[src/rtl/gpu_arb_pkg.sv]
// Shared arbiter state encoding for the GPU op arbiter.
package gpu_arb_pkg;

  typedef enum logic {
    IDLE   = 1'b0,
    LOCKED = 1'b1
  } arb_state_t;

endpackage

[src/rtl/gpu_op_t.sv]
// Shared GPU draw-op payload carried from requesters to the GPU op FIFO.
package gpu_op_pkg;

  typedef struct packed {
    logic [3:0]  opcode;
    logic [11:0] arg;
  } gpu_op_t;

endpackage

[src/rtl/rr_pick.sv]
// Combinational round-robin picker: first set bit of mask at or above ptr, wrapping.
module rr_pick #(
  parameter int unsigned N = 2
) (
  input  logic [N-1:0]         mask,
  input  logic [$clog2(N)-1:0] ptr,
  output logic [$clog2(N)-1:0] idx,
  output logic                 found
);

  localparam int unsigned IW = $clog2(N);

  int unsigned j;

  always_comb begin
    idx   = '0;
    found = 1'b0;
    j     = 0;
    for (int unsigned k = 0; k < N; k++) begin
      j = 32'(ptr) + k;
      if (j >= N) j = j - N;
      if (!found && mask[IW'(j)]) begin
        found = 1'b1;
        idx   = IW'(j);
      end
    end
  end

endmodule

[src/rtl/gpu_op_arbiter.sv]
// Round-robin arbiter feeding the GPU op FIFO; a requester keeps ownership
// until it sends an op marked last, so multi-op sequences stay atomic.
module gpu_op_arbiter
  import gpu_op_pkg::*;
  import gpu_arb_pkg::*;
#(
  parameter int unsigned N_REQ = 2
) (
  input  logic                     clk,
  input  logic                     rst,
  input  logic                     ce,
  input  gpu_op_t [N_REQ-1:0]      req_op,
  input  logic [N_REQ-1:0]         req_valid,
  input  logic [N_REQ-1:0]         req_last,
  output logic [N_REQ-1:0]         req_ready,
  output gpu_op_t                  op,
  output logic                     op_wr_en,
  input  logic                     op_full,
  output logic                     locked,
  output logic [$clog2(N_REQ)-1:0] owner
);

  localparam int unsigned IW = $clog2(N_REQ);

  arb_state_t    state;
  logic [IW-1:0] rr_ptr;
  logic [IW-1:0] pick_idx;
  logic          pick_found;
  logic [IW-1:0] acc_idx_c;
  logic          can_accept_c;
  logic          accept_c;

  rr_pick #(.N(N_REQ)) u_rr_pick (
    .mask  (req_valid),
    .ptr   (rr_ptr),
    .idx   (pick_idx),
    .found (pick_found)
  );

  // The pending write strobe blocks accept, giving one op per two cycles.
  assign can_accept_c = ce && !op_full && !op_wr_en && !rst;

  always_comb begin
    req_ready = '0;
    if (can_accept_c) begin
      if (state == IDLE) begin
        if (pick_found) req_ready[pick_idx] = 1'b1;
      end else begin
        req_ready[owner] = req_valid[owner];
      end
    end
  end

  assign accept_c  = |(req_ready & req_valid);
  assign acc_idx_c = (state == LOCKED) ? owner : pick_idx;
  assign locked    = (state == LOCKED);

  always_ff @(posedge clk or posedge rst) begin
    if (rst) begin
      state    <= IDLE;
      rr_ptr   <= '0;
      owner    <= '0;
      op       <= '0;
      op_wr_en <= 1'b0;
    end else if (ce) begin
      op_wr_en <= accept_c;
      if (accept_c) begin
        op    <= req_op[acc_idx_c];
        owner <= acc_idx_c;
        if (req_last[acc_idx_c]) begin
          state  <= IDLE;
          rr_ptr <= (acc_idx_c == IW'(N_REQ - 1)) ? '0 : acc_idx_c + IW'(1);
        end else begin
          state <= LOCKED;
        end
      end
    end
  end

endmodule

[config.mk]
export PLATFORM = sky130hd
export DESIGN_NAME = gpu_op_arbiter
export DESIGN_NICKNAME = d
export VERILOG_FILES = /design/src/rtl/gpu_arb_pkg.sv /design/src/rtl/gpu_op_t.sv /design/src/rtl/rr_pick.sv /design/src/rtl/gpu_op_arbiter.sv
export SDC_FILE = /design/constraint.sdc
export NUM_CORES = 1
export LEC_CHECK = 0
export CAP_MARGIN = 15
export CORE_MARGIN = 4
export CORE_UTILIZATION = 42
export DETAILED_ROUTE_END_ITERATION = 10
export GPL_TIMING_DRIVEN = 0
export PLACE_DENSITY = 0.89
export SYNTH_ARGS = -nofsm -noshare
export SYNTH_HDL_FRONTEND = slang
export SYNTH_HIERARCHICAL = 1
export SYNTH_SLANG_ARGS = --single-unit
export TNS_END_PERCENT = 100
[constraint.sdc]
create_clock -name clk -period 6.2 [get_ports clk]
set_clock_uncertainty 0.1 [all_clocks]
set_input_delay 0.62 -clock clk [delete_from_list [all_inputs] [get_ports clk]]
set_output_delay 0.62 -clock clk [all_outputs]
set_load 0.03 [all_outputs]
== Word level (Yosys, flattened, before mapping) ==
Cells that the tools add are included.

* Bits in registers: 20
* Input bits: 40
* Output and inout bits: 21
* Word-level logic and storage cells: 60

* Add/sub/neg operators: 4
* Magnitude comparators: 9
* Muxes and demuxes: 26
* Bitwise operators: 2
* Reductions and logical operators: 13

{| class="wikitable"
|+ Operator list
! cell !! number
|-
| two-way mux 16 bit || 2
|-
| two-way mux 1 bit || 19
|-
| less-than comparator 1 x 2 -> 1 bit (second input constant) || 5
|-
| logical AND 1 bit || 6
|-
| two-way mux 2 bit || 3
|-
| bitwise AND 2 bit || 2
|-
| zero test 1 bit || 4
|-
| AND reduction 3 bit || 1
|-
| adder 1 x 1 -> 2 bit (second input constant) || 1
|-
| demux 1 bit (select 1 bit) || 2
|-
| greater-or-equal comparator 1 bit (second input constant) || 2
|-
| greater-or-equal comparator 1 x 2 -> 1 bit (second input constant) || 1
|-
| greater-or-equal comparator 2 bit (second input constant) || 1
|-
| AND reduction 2 bit || 1
|-
| OR reduction 2 bit || 1
|-
| subtractor 1 bit (second input constant) || 2
|-
| adder 1 bit (second input constant) || 1
|}

== Depth between registers and ports, before layout ==
Gate-level depths: netlist of run 1.

* Word-level depth: 18
* Mapped depth: 7
* Depth with buffers taken out: 6

== Modules after synthesis ==
The synthesis of run 1 kept the hierarchy.

{| class="wikitable"
|+ By module, submodules not included
! module !! instances !! cells an instance !! area an instance (sq um) !! sequential area each (sq um)
|-
| gpu_op_arbiter || 1 || 82 || 1161.1 || 500.5
|-
| rr_pick || 1 || 3 || 17.5 || 0.0
|}

== Worst setup path after synthesis of run 1 ==
No wires, ideal clock.

* Path kind: input port to output port
* Start point: in op_full
* End point: out req_ready[1]
* Data arrival time: 1756 ps
* Data required time: 5480 ps
* Setup slack: 3724 ps
* Cell stages on the path: 3
* Buffers on the path: 1
* Path through: or4b_4 -> buf_6 -> a21oi_1

* Longest elaborated chain between the ends: 5

{| class="wikitable"
|+ Ends and longest elaborated chain
! item !! RTL line !! RTL
|-
| from (decl) || gpu_op_arbiter.sv:18 || <nowiki>input logic op_full,</nowiki>
|-
| zero test 1 bit || gpu_op_arbiter.sv:41 || <nowiki>assign can_accept_c = ce && !op_full && !op_wr_en && !rst;</nowiki>
|-
| logical AND 1 bit (3 in series) || gpu_op_arbiter.sv:41 ||
|-
| two-way mux 2 bit || gpu_op_arbiter.sv:45 || <nowiki>if (can_accept_c) begin</nowiki>
|-
| to (decl) || gpu_op_arbiter.sv:15 || <nowiki>output logic [N_REQ-1:0] req_ready,</nowiki>
|}

Every way passes these cells.

== Final worst setup path of run 1 ==
* Start point: in req_valid[1]
* End point: out req_ready[1]

* Longest elaborated chain between the ends: 13
* Elaborated cells between the ends (all ways): 21
* Those cells by class: order compare (2); mux (15); bitwise (1); reduce/logical (3)

{| class="wikitable"
|+ Ends and longest elaborated chain
! item !! RTL line !! RTL
|-
| from (decl) || gpu_op_arbiter.sv:13 || <nowiki>input logic [N_REQ-1:0] req_valid,</nowiki>
|-
| two-way mux 1 bit (not written as such) (2 in series) || rr_pick.sv:22 || <nowiki>if (!found && mask[IW'(j)]) begin</nowiki>
|-
| two-way mux 1 bit || rr_pick.sv:22 ||
|-
| zero test 1 bit || rr_pick.sv:22 ||
|-
| logical AND 1 bit || rr_pick.sv:22 ||
|-
| two-way mux 1 bit * || rr_pick.sv:22 ||
|-
| named net pick_idx || gpu_op_arbiter.sv:27 || <nowiki>logic [IW-1:0] pick_idx;</nowiki>
|-
| less-than comparator 1 x 2 -> 1 bit (not written as such) or greater-or-equal comparator 1 bit (tied branches) || gpu_op_arbiter.sv:47 || <nowiki>if (pick_found) req_ready[pick_idx] = 1'b1;</nowiki>
|-
| logical AND 1 bit (not written as such) || gpu_op_arbiter.sv:47 ||
|-
| two-way mux 1 bit (not written as such) || gpu_op_arbiter.sv:47 ||
|-
| demux 1 bit (select 1 bit) * || gpu_op_arbiter.sv:47 ||
|-
| two-way mux 2 bit * || gpu_op_arbiter.sv:47 ||
|-
| two-way mux 2 bit * || gpu_op_arbiter.sv:46 || <nowiki>if (state == IDLE) begin</nowiki>
|-
| two-way mux 2 bit * || gpu_op_arbiter.sv:45 ||
|}

The timed path passes the listed nets; every way through them passes the cells marked *. The select of a mux whose other input is x is not followed.

==> out/qor.yml, run 1 <==
status:
  outcome: "finished, final reports clean"
clocking:
  clock_path_buffers: 2
  cts_setup_buffers: 0
  htreeDepth: 1
  cts_resized: 0
  path_clk_slew_ps: 100
  clk-insertion-delay-late_ps: 280
  cts-root-buf: "clkbuf_4"
  holdBufCountCts: 0
  cts_tree: "done"
  cts_buffers: 3
  clkSinkCount: 20
synth:
  synth_cell_types: 24
  ys_ff_latch: 20
  synth_area_leaders: "dfrtp_1 (42%), mux2_2 (24%), mux2_4 (11%)"
  netlist.area_leader.share: 0.425
  yosys.area.top_type: "dfrtp_1"
  synth.most_common_cell: "mux2_2"
  yosys_warnings: 6
  synth.avg_cell_area_um2: 13.9
  synth_commonest_cells: "mux2_2 (25), dfrtp_1 (20), mux2_4 (9)"
  syn_nets: 125
  synth_edf_count: 0
  synthArstFlopShare: 1.00
  synth_cells: 85
  synth-seq-area-share: 0.425
  syn-cell-area_mm2: 0.00118
  synthFlopType: "dfrtp_1"
placed_design:
  dpl.hpwl_um: 2430
  gp_congestion: 0.786
  port_buffers: 60
detailed_routing:
  via_per_inst: 5.18
  dr.pass1.iters: 4
  routed_wl_um: 2960
  wire_per_inst_um: 16.6
  drt-initial-drc-count: 16
  postRouteAntennaNets: 0
  vias: 922
  drc_errors: 0
final_layout:
  nets: 190
  n_antenna_cell: 0
  regArea_um2: 500
  drive_gt1_frac: 0.311
  area_growth_pct: 56.1
  multiInputGateArea_um2: 613
  fillCellCount: 217
power:
  power_mw: 0.806
  ir_worst_vdd_uv: 363
  cellPowerDensity_mw_per_mm2: 438
  p_leak_nw: 0.769
timing:
  whs_ps: 417
  post-route-min-period_ps: 3420
  rsz0062_at_grt: "no"
  period_share: 0.551
  hold_viol_final: 0
  slew_viol_final: 0
  fin_setup_tns_ps: 0
  fmax_ghz: 0.293
  tightest_slew_ps: 780
  slew_headroom: 0.479
  setup_violations: 0
floorplan:
  fp.dieH_um: 61.0
  dieArea_mm2: 0.00372
  start_util: 0.459
  rows: 18
  io_pins: 61
  dieWidth_um: 61.0
  core_mm2: 0.00257
flow_run:
  cap_viol_max_count: 0
global_routing:
  grt_pass1_vias: 1031
  track_usage: 0.175
  antenna_found_initial: 0
  grt_max_degree: 21
  grt_remaining_overflow: 0
  grt_pass1_wl_um: 4770
critical_path:
  cp_data_arrival_time_ps: 2700
  critical_path_class: "in -> out"
  cp_max_fo: 5
  cp-end-kind: "output port"
  critPathLaunchType: "primary input"
  critical_path_required_ps: 5480
min_path:
  hold_path_class: "reg -> reg"
## critical path, cell delays in order
cell,delay [ps]
clkdlybuf4s50_1,540
a21boi_1,480
nand3b_1,150
a21oi_1,210
clkdlybuf4s50_1,710
## power breakdown
part	switching (mW)	leakage [nW]	internal [mW]
sequential	0.0396	0.244	0.193
combinational	0.246	0.512	0.269
clock	0.0360	0.0138	0.0225
## stage by stage
| stage | utilization | area, um^2 | setup WS (ps) | instances |
|---|---|---|---|---|
| 6_report | 0.716 | 1840 | 2780 | 178 |
| 5_1_grt | 0.716 | 1840 | 2700 | 178 |
| 4_1_cts | 0.716 | 1840 | 2810 | 178 |
| 3_5_place_dp | 0.708 | 1820 | 2820 | 175 |
| 3_3_place_gp | 0.708 | 1820 | 2900 | 175 |
| 2_1_floorplan | - | 1180 | 3720 | 85 |
## cell usage in the layout, fill, tap and decap left out, drive strengths merged
| cell type | instances |
|---|---|
| a21boi | 1 |
| a21oi | 2 |
| a2bb2oi | 1 |
| buf | 4 |
| clkbuf | 3 |
| clkdlybuf4s50 | 60 |
| dfrtp | 20 |
| inv | 5 |
| mux2 | 34 |
| mux2i | 3 |
| nand3 | 1 |
| nand3b | 1 |
| nor2 | 4 |
| nor2b | 1 |
| o21a | 1 |
| o21ai | 2 |
| o22ai | 1 |
| o31ai | 1 |
| or2 | 1 |
| or2b | 1 |
| or4b | 1 |
## per-layer routing
| layer | up-vias | routed length, um | global-route usage | share of wire |
|---|---|---|---|---|
| met5 | - | 0 | 0 | 0 |
| met4 | 0 | 50 | 0.0619 | 0.017 |
| met3 | 6 | 139 | 0.0234 | 0.047 |
| met2 | 31 | 1720 | 0.331 | 0.58 |
| met1 | 456 | 1050 | 0.199 | 0.35 |
| li1 | 429 | - | - | - |
## sequential cells by signal, summed over array words and instances (netlist names)
register,count
locked,1
op,16
op_wr_en,1
owner,1
rr_ptr,1
## kinds of logic after synthesis
| kind of cell | after synthesis | share of synthesized area |
|---|---|---|
| muxes | 37 | 0.390 |
| DFF | 20 | 0.425 |
| and+or+nand+nor | 10 | 0.0669 |
| AOI/OAI and AO/OA | 9 | 0.0637 |
| buffers and inverters | 9 | 0.0552 |
## final cells by class
| class | count | area share |
|---|---|---|
| Buffer | 4 | 0.0252 |
| Multi-Input combinational cell | 56 | 0.333 |
| Clock buffer | 3 | 0.0122 |
| Tap cell | 30 | 0.0204 |
| Timing Repair Buffer | 60 | 0.327 |
| Sequential cell | 20 | 0.272 |
| Inverter | 5 | 0.0102 |
## path summary, 6_finish.rpt
path	start	endpoint	slack, ps	cells past startpoint
worst max-delay path	req_valid[1]	req_ready[1]	2780	5
worst min register to register	op[6]	op[6]	420	1
max in group asynchronous	rst	op[12]	4820	2
min in group asynchronous	rst	op_wr_en	690	2
worst max register to register	rr_ptr	op[12]	4000	7
worst min-delay path	op[6]	op[6]	420	1
No activity file was read; power rests on OpenSTA's default activity.
==> run 2: changes to the inputs <==
--- a/config.mk
+++ b/config.mk
@@ -7,10 +7,10 @@
 export LEC_CHECK = 0
 export CAP_MARGIN = 15
 export CORE_MARGIN = 4
-export CORE_UTILIZATION = 42
+export CORE_UTILIZATION = 39
 export DETAILED_ROUTE_END_ITERATION = 10
 export GPL_TIMING_DRIVEN = 0
-export PLACE_DENSITY = 0.89
+export PLACE_DENSITY = 0.84
 export SYNTH_ARGS = -nofsm -noshare
 export SYNTH_HDL_FRONTEND = slang
 export SYNTH_HIERARCHICAL = 1
==> constraint.sdc (replaced) <==
create_clock -name clk -period 3.4 [get_ports clk]
set_clock_uncertainty 0.1 [all_clocks]
set_input_delay 0.34 -clock clk [delete_from_list [all_inputs] [get_ports clk]]
set_output_delay 0.34 -clock clk [all_outputs]
set_load 0.03 [all_outputs]
==> out/qor.yml, run 2 (synthesis results as in run 1) <==
clocking:
  path_clk_slew_ps: 110  # about the same
  cts_buffers: 3  # unchanged
  clk-insertion-delay-late_ps: 290  # about the same
  clock_path_buffers: 2  # unchanged
  htreeDepth: 1  # unchanged
  cts_tree: "done"
  cts_setup_buffers: 0  # unchanged
  cts_resized: 0  # unchanged
  holdBufCountCts: 0  # unchanged
  clkSinkCount: 20  # unchanged
  cts-root-buf: "clkbuf_4"
final_layout:
  drive_gt1_frac: 0.315  # +0.00463
  n_antenna_cell: 0  # unchanged
  largest_reg_flops: 16  # unchanged
  fillCellCount: 249  # +15%
  area_growth_pct: 57.3
  largest_register: "op"
  nets: 190  # unchanged
  final_cell_mix: "clkdlybuf4s50_1 (60), mux2_2 (25), dfrtp_1 (20)"
  final_common_cell: "clkdlybuf4s50_1"
critical_path:
  critical_path_required_ps: 2960  # -2520 ps
  cp-end-kind: "output port"
  cp_max_fo: 6  # +1
  critical_path_class: "in -> out"
  critPathLaunchType: "primary input"
  cp_data_arrival_time_ps: 2360  # -340 ps
placed_design:
  port_buffers: 60  # unchanged
  gp_congestion: 0.862  # +9.7%
  dpl.hpwl_um: 2360  # -2.9%
timing:
  fmax_ghz: 0.357
  slew_headroom: 0.482  # +0.00278
  rsz0062_at_grt: "no"
  slew_viol_final: 0  # unchanged
  tightest_slew_ps: 776  # -4.16 ps
  fin_setup_tns_ps: 0  # unchanged
  period_share: 0.824
  post-route-min-period_ps: 2800
  setup_violations: 0  # unchanged
  hold_viol_final: 0  # unchanged
status:
  outcome: "finished, final reports clean"
power:
  p_leak_nw: 0.777  # +0.93%
  ir_worst_vdd_uv: 486  # +34%
  power_mw: 1.50  # +86%
  cellPowerDensity_mw_per_mm2: 807  # +84%
global_routing:
  track_usage: 0.155  # -0.0203
  grt_pass1_wl_um: 4890  # +2.5%
  antenna_found_initial: 0  # unchanged
  grt_pass1_vias: 1020  # -1.1%
  grt_max_degree: 21  # unchanged
  grt_remaining_overflow: 0  # unchanged
floorplan:
  core_mm2: 0.00283  # +10%
  start_util: 0.417  # -0.0424
  io_pins: 61  # unchanged
  dieWidth_um: 63.0  # +3.3%
  dieArea_mm2: 0.00397  # +6.7%
  fp.dieH_um: 63.0  # +3.3%
  rows: 19  # +1
detailed_routing:
  drt-initial-drc-count: 17  # +1
  dr.pass1.iters: 3  # -1
  vias: 918  # -0.43%
  via_per_inst: 5.10  # -1.5%
  routed_wl_um: 2940  # -0.71%
  postRouteAntennaNets: 0  # unchanged
  wire_per_inst_um: 16.3  # -1.8%
  drc_errors: 0  # unchanged
min_path:
  hold_path_class: "in -> async"
flow_run:
  cap_viol_max_count: 0  # unchanged
-- run 2: cell count changes in the layout (fill, tap and decap cells not counted), sizes merged --
cell / before / now
clkbuf: 3 / 4
-- run 2: metrics by stage --
step	setup WS [ps]	hold WS (ps)	cell area, um^2	cells	util
floorplan	1270	204	1180	85	-
global placement	669	391	1820	176	0.643
detailed placement	625	395	1820	176	0.643
CTS	615	429	1850	180	0.655
global route	466	445	1850	180	0.655
finish	599	420	1850	180	0.655
-- run 2: cell type report --
type | instances | area, um^2 | share of cell area
timing repair buffer | 60 | 601 | 0.324
sequential | 20 | 500 | 0.270
tap | 31 | 38.8 | 0.0209
inverter | 5 | 18.8 | 0.0101
buffer | 4 | 46.3 | 0.0250
multi-input combinational | 56 | 613 | 0.331
clock buffer | 4 | 36.3 | 0.0196
-- run 2: path summary, 6_finish.rpt --
kind	startpoint	slack (ps)	cells past startpoint	to
setup / recovery	req_valid[0]	600	7	req_ready[0]
max in group asynchronous	rst	2300	2	op[9]
hold reg to reg	op[7]	430	1	op[7]
setup reg to reg	rr_ptr	1220	7	op[11]
min in group clk	op[7]	430	1	op[7]
hold / removal	rst	420	2	op[6]
-- run 2: where the power goes --
group          internal, mW  total (mW)  switching [mW]
sequential            0.351       0.429          0.0776
clock                0.0652       0.134          0.0690
combinational         0.491       0.934           0.444
-- run 2: routing by layer --
metal | vias to the layer above | wire length, um | track usage
met4 | 0 | 47 | 0.0634
met3 | 4 | 108 | 0.0198
met2 | 29 | 1570 | 0.273
met5 | - | 0 | 0
li1 | 433 | - | -
met1 | 452 | 1200 | 0.189
-- run 2: critical path, cell delays in order --
cell and delay (ps):
clkdlybuf4s50_1 570, or2_1 160, or2b_2 330, nor2_1 140, a21oi_1 60, nor2_1 90
clkdlybuf4s50_1 670
==> run 3: changes to the inputs <==
==> constraint.sdc (replaced) <==
create_clock -name clk -period 2.8 [get_ports clk]
set_clock_uncertainty 0.1 [all_clocks]
set_input_delay 0.28 -clock clk [delete_from_list [all_inputs] [get_ports clk]]
set_output_delay 0.28 -clock clk [all_outputs]
set_load 0.03 [all_outputs]
==> out/qor.yml, run 3 (synthesis results as in run 1) <==
detailed_routing:
  drc_errors: 0  # unchanged
  wl_met2_um: 1580  # about the same
  dr.pass1.iters: 3  # unchanged
  postRouteAntennaNets: 0  # unchanged
  met1Wirelength_um: 1210  # +0.66%
  routed_wl_um: 2940  # +0.10%
  met3_wirelength_um: 102  # -5.6%
  wire_per_inst_um: 16.3  # +0.10%
  via_per_inst: 5.10  # unchanged
  top_layer_used: "met4"
  drt-initial-drc-count: 17  # unchanged
  vias: 918  # unchanged
clocking:
  clock_path_buffers: 2  # unchanged
  cts-root-buf: "clkbuf_4"
  cts_setup_buffers: 0  # unchanged
  clk-insertion-delay-late_ps: 290  # about the same
  cts_tree: "done"
  path_clk_slew_ps: 110  # about the same
  clkSinkCount: 20  # unchanged
  htreeDepth: 1  # unchanged
  cts_buffers: 3  # unchanged
power:
  seqPwrFrac: 0.286  # about the same
  p_switching_mw: 0.717  # +21%
  netSwitchingFraction: 0.394  # about the same
  cellPowerDensity_mw_per_mm2: 979  # +21%
  p_clk_frac: 0.090  # about the same
  p_leak_nw: 0.794  # +2.3%
  p_int_mw: 1.10  # +21%
  ir_worst_vdd_uv: 591  # +21%
  pwr-share-comb: 0.624  # about the same
floorplan:
  dieArea_mm2: 0.00397  # unchanged
  fp.dieH_um: 63.0  # unchanged
  start_util: 0.417  # unchanged
  io_pins: 61  # unchanged
  rows: 19  # unchanged
  core_mm2: 0.00283  # unchanged
  dieWidth_um: 63.0  # unchanged
final_layout:
  utilization: 0.656  # +0.000885
  fillCellCount: 248  # -0.40%
  final_common_cell: "clkdlybuf4s50_1"
  nets: 190  # unchanged
  final_cell_mix: "clkdlybuf4s50_1 (59), mux2_2 (25), dfrtp_1 (20)"
  largest_register: "op"
  area_growth_pct: 57.5
  n_antenna_cell: 0  # unchanged
  drive_gt1_frac: 0.315  # unchanged
  largest_reg_flops: 16  # unchanged
critical_path:
  cp_data_arrival_time_ps: 2240  # -120 ps
  max_stage_delay_ps: 690  # +20 ps
  critPathLaunchType: "primary input"
  critPathBufInv: 2  # unchanged
  path_cells: "clkdlybuf4s50_1 -> a21boi_1 -> nand3b_1 -> a21oi_1 -> clkdlybuf4s50_1"
  cpMostUsedCell: "clkdlybuf4s50_1"
  critical_path_class: "in -> out"
  critical_path_required_ps: 2420  # -540 ps
  slowest_stage: "clkdlybuf4s50_1"
  crit_family: "buffers and inverters"
  cp_max_fo: 5  # -1
  cp-end-kind: "output port"
global_routing:
  grt_pass1_wl_um: 4890  # unchanged
  grt_remaining_overflow: 0  # unchanged
  antenna_found_initial: 0  # unchanged
  grt_pass1_vias: 1020  # unchanged
  grt_max_degree: 21  # unchanged
  track_usage: 0.155  # unchanged
timing:
  period_share: 0.936
  fin_setup_tns_ps: 0  # unchanged
  fmax_ghz: 0.381
  slew_headroom: 0.482  # unchanged
  setup_violations: 0  # unchanged
  post-route-min-period_ps: 2620
  hold_viol_final: 0  # unchanged
  rsz0062_at_grt: "no"
  slew_viol_final: 0  # unchanged
  fin_ws_ps: 178  # -421 ps
  tightest_slew_ps: 776  # unchanged
placed_design:
  port_buffers: 60  # unchanged
  dpl.hpwl_um: 2360  # unchanged
  gp_congestion: 0.862  # unchanged
  dp_slack_ps: 145  # -480 ps
min_path:
  hold_path_class: "in -> async"
status:
  outcome: "finished, final reports clean"
flow_run:
  cap_viol_max_count: 0  # unchanged
run 3: changes by cell type in the layout (fill, tap and decap cells not counted):
cell	previous run	this run
dlymetal6s2s_1	0	1
clkdlybuf4s50_1	60	59
run 3: final cells by class:
class / instances / area (um^2) / area share
Clock buffer: 4 / 36.3 / 0.0195
Tap cell: 31 / 38.8 / 0.0209
Timing Repair Buffer: 60 / 603 / 0.325
Multi-Input combinational cell: 56 / 613 / 0.330
Buffer: 4 / 46.3 / 0.0249
Sequential cell: 20 / 500 / 0.270
Inverter: 5 / 18.8 / 0.0101
run 3: metrics by stage:
step	hold WS (ps)	instance area [um^2]	std cells	power, mW
final	360	1860	180	1.82
after global placement	391	1820	176	1.64
after global routing	424	1860	180	1.92
after detailed placement	395	1820	176	1.67
after floorplan	144	1180	85	1.25
after CTS	378	1850	180	1.84
run 3: final timing paths:
path	start	to	slack, ps	cells past startpoint
max	req_valid[1]	req_ready[1]	180	5
min	rst	op[6]	360	2
min in group clk	op[7]	op[7]	430	1
max in group asynchronous	rst	op[9]	1760	2
max reg2reg	rr_ptr	op[11]	620	7
min reg2reg	op[7]	op[7]	430	1
run 3: repair_timing:
item                       in CTS  in global routing
hold buffers                    0                  0
hold endpoints to repair        0                  0
resized for setup               0                  1
setup endpoints to repair       0                  1
run 3: per-layer routing:
metal / up-vias / global-route usage
li1: 433 / -
met5: - / 0
met3: 4 / 0.0198
met4: 0 / 0.0634
met1: 452 / 0.189
met2: 29 / 0.273
run 3: power by group through the flow:
| stage | sequential [mW] | combinational, mW | clock [mW] |
|---|---|---|---|
| 2_1_floorplan | 0.774 | 0.475 | 0 |
| 3_3_place_gp | 0.512 | 1.13 | 0 |
| 3_5_place_dp | 0.525 | 1.14 | 0 |
| 4_1_cts | 0.522 | 1.15 | 0.171 |
| 5_1_grt | 0.540 | 1.20 | 0.184 |
| 6_report | 0.521 | 1.13 | 0.163 |
run 3: worst register-to-register path, cell delays in order (launching register included):
cell and delay (ps):
dfrtp_1 380, inv_1 50, a21boi_1 400, mux2i_1 360, a2bb2oi_4 260, nor2_8 90
buf_12 160, mux2_4 300
